### src/rtl/core_step_ctrl_pkg.sv
// Shared types and constants for the core run/step sequencer.
package core_ctrl_pkg;

    typedef enum logic [2:0] {
        HALT,
        RUN,
        STEP_A,
        STEP_B,
        DRAIN
    } state_t;

    localparam logic [1:0] MODE_HALT = 2'b00;
    localparam logic [1:0] MODE_RUN  = 2'b01;
    localparam logic [1:0] MODE_TICK = 2'b10;

    // 2'b11 is deliberately treated like MODE_HALT.
    function automatic logic is_run_mode(input logic [1:0] mode);
        return (mode == MODE_RUN) || (mode == MODE_TICK);
    endfunction

endpackage

### src/rtl/core_step_ctrl_if.sv
// Control/status bundle between board controls, divider, core and the sequencer.
// Breakpoint signals exist only when CORE_STEP_BREAKPOINT_EN is defined.
interface core_step_ctrl_if #(
    parameter int CNT_W = 16,
    parameter int PC_W  = 32
);
    logic [1:0]       mode_i;
    logic             step_i;
    logic             tick_i;
    logic             fetch_i;
    logic             cnt_clr_i;
    logic             core_en_o;
    logic             halted_o;
    logic [CNT_W-1:0] instr_cnt_o;

`ifdef CORE_STEP_BREAKPOINT_EN
    logic             bp_en_i;
    logic [PC_W-1:0]  bp_addr_i;
    logic [PC_W-1:0]  pc_i;
    logic             bp_hit_o;

    modport master (
        output mode_i, step_i, tick_i, fetch_i, cnt_clr_i, bp_en_i, bp_addr_i, pc_i,
        input  core_en_o, halted_o, instr_cnt_o, bp_hit_o
    );

    modport slave (
        input  mode_i, step_i, tick_i, fetch_i, cnt_clr_i, bp_en_i, bp_addr_i, pc_i,
        output core_en_o, halted_o, instr_cnt_o, bp_hit_o
    );
`else
    localparam int unused_pc_w = PC_W;

    modport master (
        output mode_i, step_i, tick_i, fetch_i, cnt_clr_i,
        input  core_en_o, halted_o, instr_cnt_o
    );

    modport slave (
        input  mode_i, step_i, tick_i, fetch_i, cnt_clr_i,
        output core_en_o, halted_o, instr_cnt_o
    );
`endif

endinterface

### src/rtl/core_step_ctrl_sat_counter.sv
// Saturating up-counter with synchronous clear (clear wins over increment).
module sat_counter #(
    parameter int CNT_W = 16
) (
    input  logic             clk,
    input  logic             rst,
    input  logic             clr,
    input  logic             inc,
    output logic [CNT_W-1:0] count
);

    always_ff @(posedge clk) begin
        if (rst || clr) begin
            count <= '0;
        end else if (inc && (count != '1)) begin
            count <= count + 1'b1;
        end
    end

endmodule

### src/rtl/core_step_ctrl.sv
// Run/step sequencer for the multicycle core: gates core_en so halts land on FETCH.
// Optional breakpoint compare enabled by defining CORE_STEP_BREAKPOINT_EN.
module core_step_ctrl
    import core_ctrl_pkg::*;
#(
    parameter int CNT_W = 16,
    parameter int PC_W  = 32
) (
    input logic             clk,
    input logic             rst,
    core_step_ctrl_if.slave bus
);

    state_t           state;
    state_t           state_nxt;
    logic             pace;
    logic             run_mode;
    logic             core_en;
    logic             halted;
    logic             bp_stop;
    logic             halt_exit;
    logic [CNT_W-1:0] count;

    assign pace      = (bus.mode_i == MODE_TICK) ? bus.tick_i : 1'b1;
    assign run_mode  = is_run_mode(bus.mode_i);
    assign halt_exit = (state == HALT) && (state_nxt != HALT);

`ifdef CORE_STEP_BREAKPOINT_EN
    logic skip;
    logic bp_hit;

    // skip masks the compare until the first fetch after a resume has executed.
    assign bp_stop = pace & bus.fetch_i & bus.bp_en_i & (bus.pc_i == bus.bp_addr_i) & ~skip;

    always_ff @(posedge clk) begin
        if (rst) begin
            skip   <= 1'b0;
            bp_hit <= 1'b0;
        end else begin
            if (halt_exit) begin
                skip <= 1'b1;
            end else if (core_en && bus.fetch_i) begin
                skip <= 1'b0;
            end
            if (halt_exit) begin
                bp_hit <= 1'b0;
            end else if ((state == RUN) && run_mode && bp_stop) begin
                bp_hit <= 1'b1;
            end
        end
    end

    assign bus.bp_hit_o = bp_hit;
`else
    localparam int unused_pc_w = PC_W;
    assign bp_stop = 1'b0;
`endif

    always_ff @(posedge clk) begin
        if (rst) begin
            state  <= HALT;
            halted <= 1'b1;
        end else begin
            state  <= state_nxt;
            halted <= (state_nxt == HALT);
        end
    end

    always_comb begin
        state_nxt = state;
        core_en   = 1'b0;
        unique case (state)
            HALT: begin
                if (run_mode) begin
                    state_nxt = RUN;
                end else if (bus.step_i) begin
                    state_nxt = STEP_A;
                end
            end
            RUN: begin
                if (!run_mode) begin
                    // Already parked on FETCH: stop without executing it.
                    if (bus.fetch_i) begin
                        state_nxt = HALT;
                    end else begin
                        core_en   = pace;
                        state_nxt = DRAIN;
                    end
                end else if (bp_stop) begin
                    state_nxt = HALT;
                end else begin
                    core_en = pace;
                end
            end
            STEP_A: begin
                core_en   = 1'b1;
                state_nxt = STEP_B;
            end
            STEP_B: begin
                if (bus.fetch_i) begin
                    state_nxt = HALT;
                end else begin
                    core_en = 1'b1;
                end
            end
            DRAIN: begin
                core_en = pace & ~bus.fetch_i;
                if (run_mode) begin
                    state_nxt = RUN;
                end else if (bus.fetch_i) begin
                    state_nxt = HALT;
                end
            end
            default: begin
                state_nxt = HALT;
            end
        endcase
    end

    sat_counter #(.CNT_W(CNT_W)) u_instr_cnt (
        .clk   (clk),
        .rst   (rst),
        .clr   (bus.cnt_clr_i),
        .inc   (core_en & bus.fetch_i),
        .count (count)
    );

    assign bus.core_en_o   = core_en;
    assign bus.halted_o    = halted;
    assign bus.instr_cnt_o = count;

endmodule

### src/flat_wrapper.sv
// flat-port wrapper written by rule: the top's interface ports become plain ports
module core_step_ctrl_flat import core_ctrl_pkg::*;
#(
    parameter int CNT_W = 16,
    parameter int PC_W  = 32
)
  (clk, rst, bus_mode_i, bus_step_i, bus_tick_i, bus_fetch_i, bus_cnt_clr_i, bus_core_en_o, bus_halted_o, bus_instr_cnt_o);
  core_step_ctrl_if #(.CNT_W(CNT_W), .PC_W(PC_W)) bus_i ();
  input logic clk;
  input logic rst;
  input wire logic [$bits(bus_i.mode_i)-1:0] bus_mode_i;
  input wire logic [$bits(bus_i.step_i)-1:0] bus_step_i;
  input wire logic [$bits(bus_i.tick_i)-1:0] bus_tick_i;
  input wire logic [$bits(bus_i.fetch_i)-1:0] bus_fetch_i;
  input wire logic [$bits(bus_i.cnt_clr_i)-1:0] bus_cnt_clr_i;
  output wire logic [$bits(bus_i.core_en_o)-1:0] bus_core_en_o;
  output wire logic [$bits(bus_i.halted_o)-1:0] bus_halted_o;
  output wire logic [$bits(bus_i.instr_cnt_o)-1:0] bus_instr_cnt_o;
  assign bus_i.mode_i = bus_mode_i;
  assign bus_i.step_i = bus_step_i;
  assign bus_i.tick_i = bus_tick_i;
  assign bus_i.fetch_i = bus_fetch_i;
  assign bus_i.cnt_clr_i = bus_cnt_clr_i;
  assign bus_core_en_o = bus_i.core_en_o;
  assign bus_halted_o = bus_i.halted_o;
  assign bus_instr_cnt_o = bus_i.instr_cnt_o;
  core_step_ctrl #(.CNT_W(CNT_W), .PC_W(PC_W)) u_core (.clk(clk), .rst(rst), .bus(bus_i));
endmodule
### config.mk
export PLATFORM = sky130hd
export DESIGN_NAME = core_step_ctrl_flat
export DESIGN_NICKNAME = d
export VERILOG_FILES = /design/src/rtl/core_step_ctrl_pkg.sv /design/src/rtl/core_step_ctrl_if.sv /design/src/rtl/core_step_ctrl_sat_counter.sv /design/src/rtl/core_step_ctrl.sv /design/src/flat_wrapper.sv
export SDC_FILE = /design/constraint.sdc
export NUM_CORES = 1
export LEC_CHECK = 0
export CAP_MARGIN = 25
export CORE_ASPECT_RATIO = 0.75
export CORE_UTILIZATION = 49
export DETAILED_ROUTE_END_ITERATION = 10
export GPL_ROUTABILITY_DRIVEN = 0
export PLACE_DENSITY = 0.88
export SYNTH_ARGS = -nofsm -noshare
export SYNTH_HDL_FRONTEND = slang
export SYNTH_SLANG_ARGS = --single-unit
### constraint.sdc
create_clock -name clk -period 2.7 [get_ports clk]
set_clock_uncertainty 0.15 [all_clocks]
set_input_delay 0.675 -clock clk [delete_from_list [all_inputs] [get_ports clk]]
set_output_delay 0.675 -clock clk [all_outputs]
set_load 0.1 [all_outputs]
==> metrics.md <==
| Metric | Value |
|---|---|
| Status | `finished with violations` |
| Failing checks | `DRC` |
| Synth Flop Type | `dfxtp_1` |
| Crit Path Category | `in2out` |
| Die X | `57.4 um` |
| Top cell type's share of synthesized area | `35.4%` |
| CP max-delay cell | `dlygate4sd2_1` |
| Worst Max-Slew Pin Slew | `468 ps` |
| Yosys reg bits | `20` |
| # H-tree levels | `1` |
| Reg2reg setup slack | `550 ps` |
| Final worst-path cycle share | `97.9%` |
| Part of the Yosys area used for sequential elements | `35.4%` |
| Top-count cell post-synth | `dfxtp_1` |
| Largest net degree at the start of global routing | `21` |
| Register area | `400 sq um` |
| Post CTS Setup Buffer Count | `0` |
| Max Cap Viol | `0` |
| Synthesized instance count | `134` |
| Final Hold Vio Count | `0` |
| Initial core utilization | `54.2%` |
| Cell family with most CP delay | `buffers and inverters` |
| Layout cells sized above 1 | `28.7%` |
| Power Density | `423 nW/um^2` |
| Top cells by count, synth | `dfxtp_1 (20), a21oi_1 (15), nand2_1 (10)` |
| Worst-path cell chain | `dlygate4sd2_1, inv_2, ha_4, o21ai_2, a32oi_2, o21ai_4, buf_12` |
| Clock sink count | `20` |
| IO buf count | `25` |
| Crit path launch type | `input port` |
| Fin nets | `172` |
| Synthesized net count | `144` |
| Final HPWL DP | `1980 um` |
| Worst-path clk slew | `110 ps` |
| Top post-synthesis cells by area | `dfxtp_1 (35%), a21oi_1 (6.6%), or3_2 (4.0%)` |
| Crit path time final | `2640 ps` |
| TritonRoute pass-1 iters | `7` |
| Row count | `14` |
| Post-cts resize count | `6` |
| Core Region | `2080 sq um` |
| Initial antenna violation count | `0` |
| Via/cell ratio | `5.89` |
| R2R depth | `7` |
| Total track usage | `23.4%` |
| Post-synthesis cell type count | `40` |
| Asr flop ratio synth | `0%` |
| Slew Limit Fails | `0` |
| Clock Tree Root | `clkbuf_4` |
| Placed cell area | `1380 sq um` |
| Area leader, netlist | `dfxtp_1` |
| RSZ-0062 raised after global routing | `no` |
| Max frequency | `0.378 GHz` |
| R2r startpoint | `u_core.u_instr_cnt.count[0]` |
| Post-Syn Area | `1130 sq um` |
| Critical Path Fanout Max | `2` |
| FILL cells | `169` |
| WHS Endpoint | `u_core.u_instr_cnt.count[15]` |
| EDFF count, synth | `0` |
| Hold-fix buffers, CTS | `0` |
| Slew headroom | `68.7%` |
| Final wirelength | `2610 um` |
| Fin area | `1420 sq um` |
| Static Leakage | `0.532 nW` |
| Multi-input gate area | `687 sq um` |
| GR Overflow Total | `0` |
| Iter 0 DRT Violations | `45` |
| Hold Path Class | `reg2reg` |
| Worst EP required | `1880 ps` |
| Syn avg cell area | `8.43 sq um` |
| CP endpoint kind | `primary output` |
| Reg2reg end | `u_core.u_instr_cnt.count[0]` |
| TritonCTS Buffers | `3` |
| Clock buffer depth | `2` |
| # diodes | `0` |
| Hold Path Depth | `2` |
| Design Power | `0.599 mW` |
| WP data arrival | `1820 ps` |
| First-pass GRT wire length | `4420 um` |
| Die H | `43.6 um` |
| Vias in the first global route | `999` |
| Setup Viol. Count Final | `0` |
| Die ar. | `2500 sq um` |
| DRC | `1` |
| Slowest cell delay on critical path | `230 ps` |
| Maximum vdd ir drop | `0.288 mV` |
| Antenna viol nets, final | `0` |
| Drt wl/cell | `14.2 um` |
| CTS tree | `built` |
| Syn-to-layout area delta | `25.2%` |
| YS warnings | `0` |
| Setup TNS | `0 ps` |
| Via count | `1,084` |
| WP buf/inv | `3` |
| IO Count | `26` |
| Clk_lat worst skew | `310 ps` |
| Worst Min Path Start | `u_core.u_instr_cnt.count[15]` |
==> metal layers <==
| layer | vias to the layer above | wire [um] | global-route usage, % |
|---|---|---|---|
| met3 | 6 | 125 | 6.87 |
| met5 | - | 0 | 0 |
| met4 | 0 | 33 | 5.85 |
| met2 | 27 | 1290 | 41.9 |
| li1 | 544 | - | - |
| met1 | 507 | 1170 | 27.8 |
==> worst max-delay path by stage <==
| stage | depth (start not counted) | from | to |
|---|---|---|---|
| after CTS | 7 | bus_mode_i[0] | bus_core_en_o |
| after global placement | 7 | bus_mode_i[0] | bus_core_en_o |
| after detailed placement | 7 | bus_mode_i[0] | bus_core_en_o |
| after global routing | 5 | bus_fetch_i | bus_core_en_o |
| after floorplan | 5 | bus_mode_i[0] | bus_core_en_o |
| final | 7 | bus_mode_i[0] | bus_core_en_o |
==> where the power goes <==
group | internal (mW) | switching, mW
sequential | 0.301 | 0.0123
combinational | 0.0549 | 0.0852
clock | 0.0522 | 0.0932
total | 0.408 | 0.191
==> registers in the layout (all words and copies together) (netlist names) <==
register	count
u_core.state	3
u_core.u_instr_cnt.count	16
u_core.bus.halted_o	1
==> worst register-to-register path, cell delays in order (launching register included) <==
cell,delay [ps]
dfxtp_1,420
ha_1,220
and3_1,220
nand4_2,170
o211ai_4,440
buf_4,220
xor2_1,150
nor2_1,50
==> cell usage in the layout (no fill, tap or decap), types with 5 or more instances in the layout <==
cell type        netlist  layout
o21ai_1                7       7
nand2_1               10      10
dfxtp_1               20      20
or3_1                  7       7
clkdlybuf4s50_1        0       5
nand3_1                5       5
inv_1                  6       5
buf_4                  0      22
a21oi_1               15      15
or3_2                  6       6
nor2_1                 7       7
o21ai_0                7       5
==> cells by family (layout without fill, tap and decap cells) <==
logic type / after synthesis / after routing / synth area share (%)
xor gates and xnor gates: 4 / 4 / 3.10
adders and majority gates: 2 / 2 / 2.21
AOI/OAI and AO/OA: 37 / 37 / 19.9
muxes: 3 / 3 / 2.77
DFF: 20 / 20 / 35.4
buffers and inverters: 13 / 39 / 6.86
and+or+nand+nor: 55 / 55 / 29.7
==> per-stage QoR <==
stage | instances | utilization [%] | setup WS [ps] | hold WS [ps]
after CTS | 184 | 67.9 | 57.1 | 363
after floorplan | 134 | - | 40.6 | 467
after global routing | 184 | 67.9 | 12.2 | 396
final | 184 | 67.9 | 55.4 | 369
after detailed placement | 181 | 66.4 | -247 | 345
after global placement | 181 | 66.4 | -198 | 332
==> layout make-up <==
| cell class | instances | area share (%) |
|---|---|---|
| clock buffer | 3 | 1.59 |
| inverter | 6 | 1.59 |
| multi-input combinational | 101 | 48.5 |
| sequential | 20 | 28.3 |
| tap | 24 | 2.12 |
| timing repair buffer | 30 | 17.9 |
No activity file was read; power rests on OpenSTA's default activity.
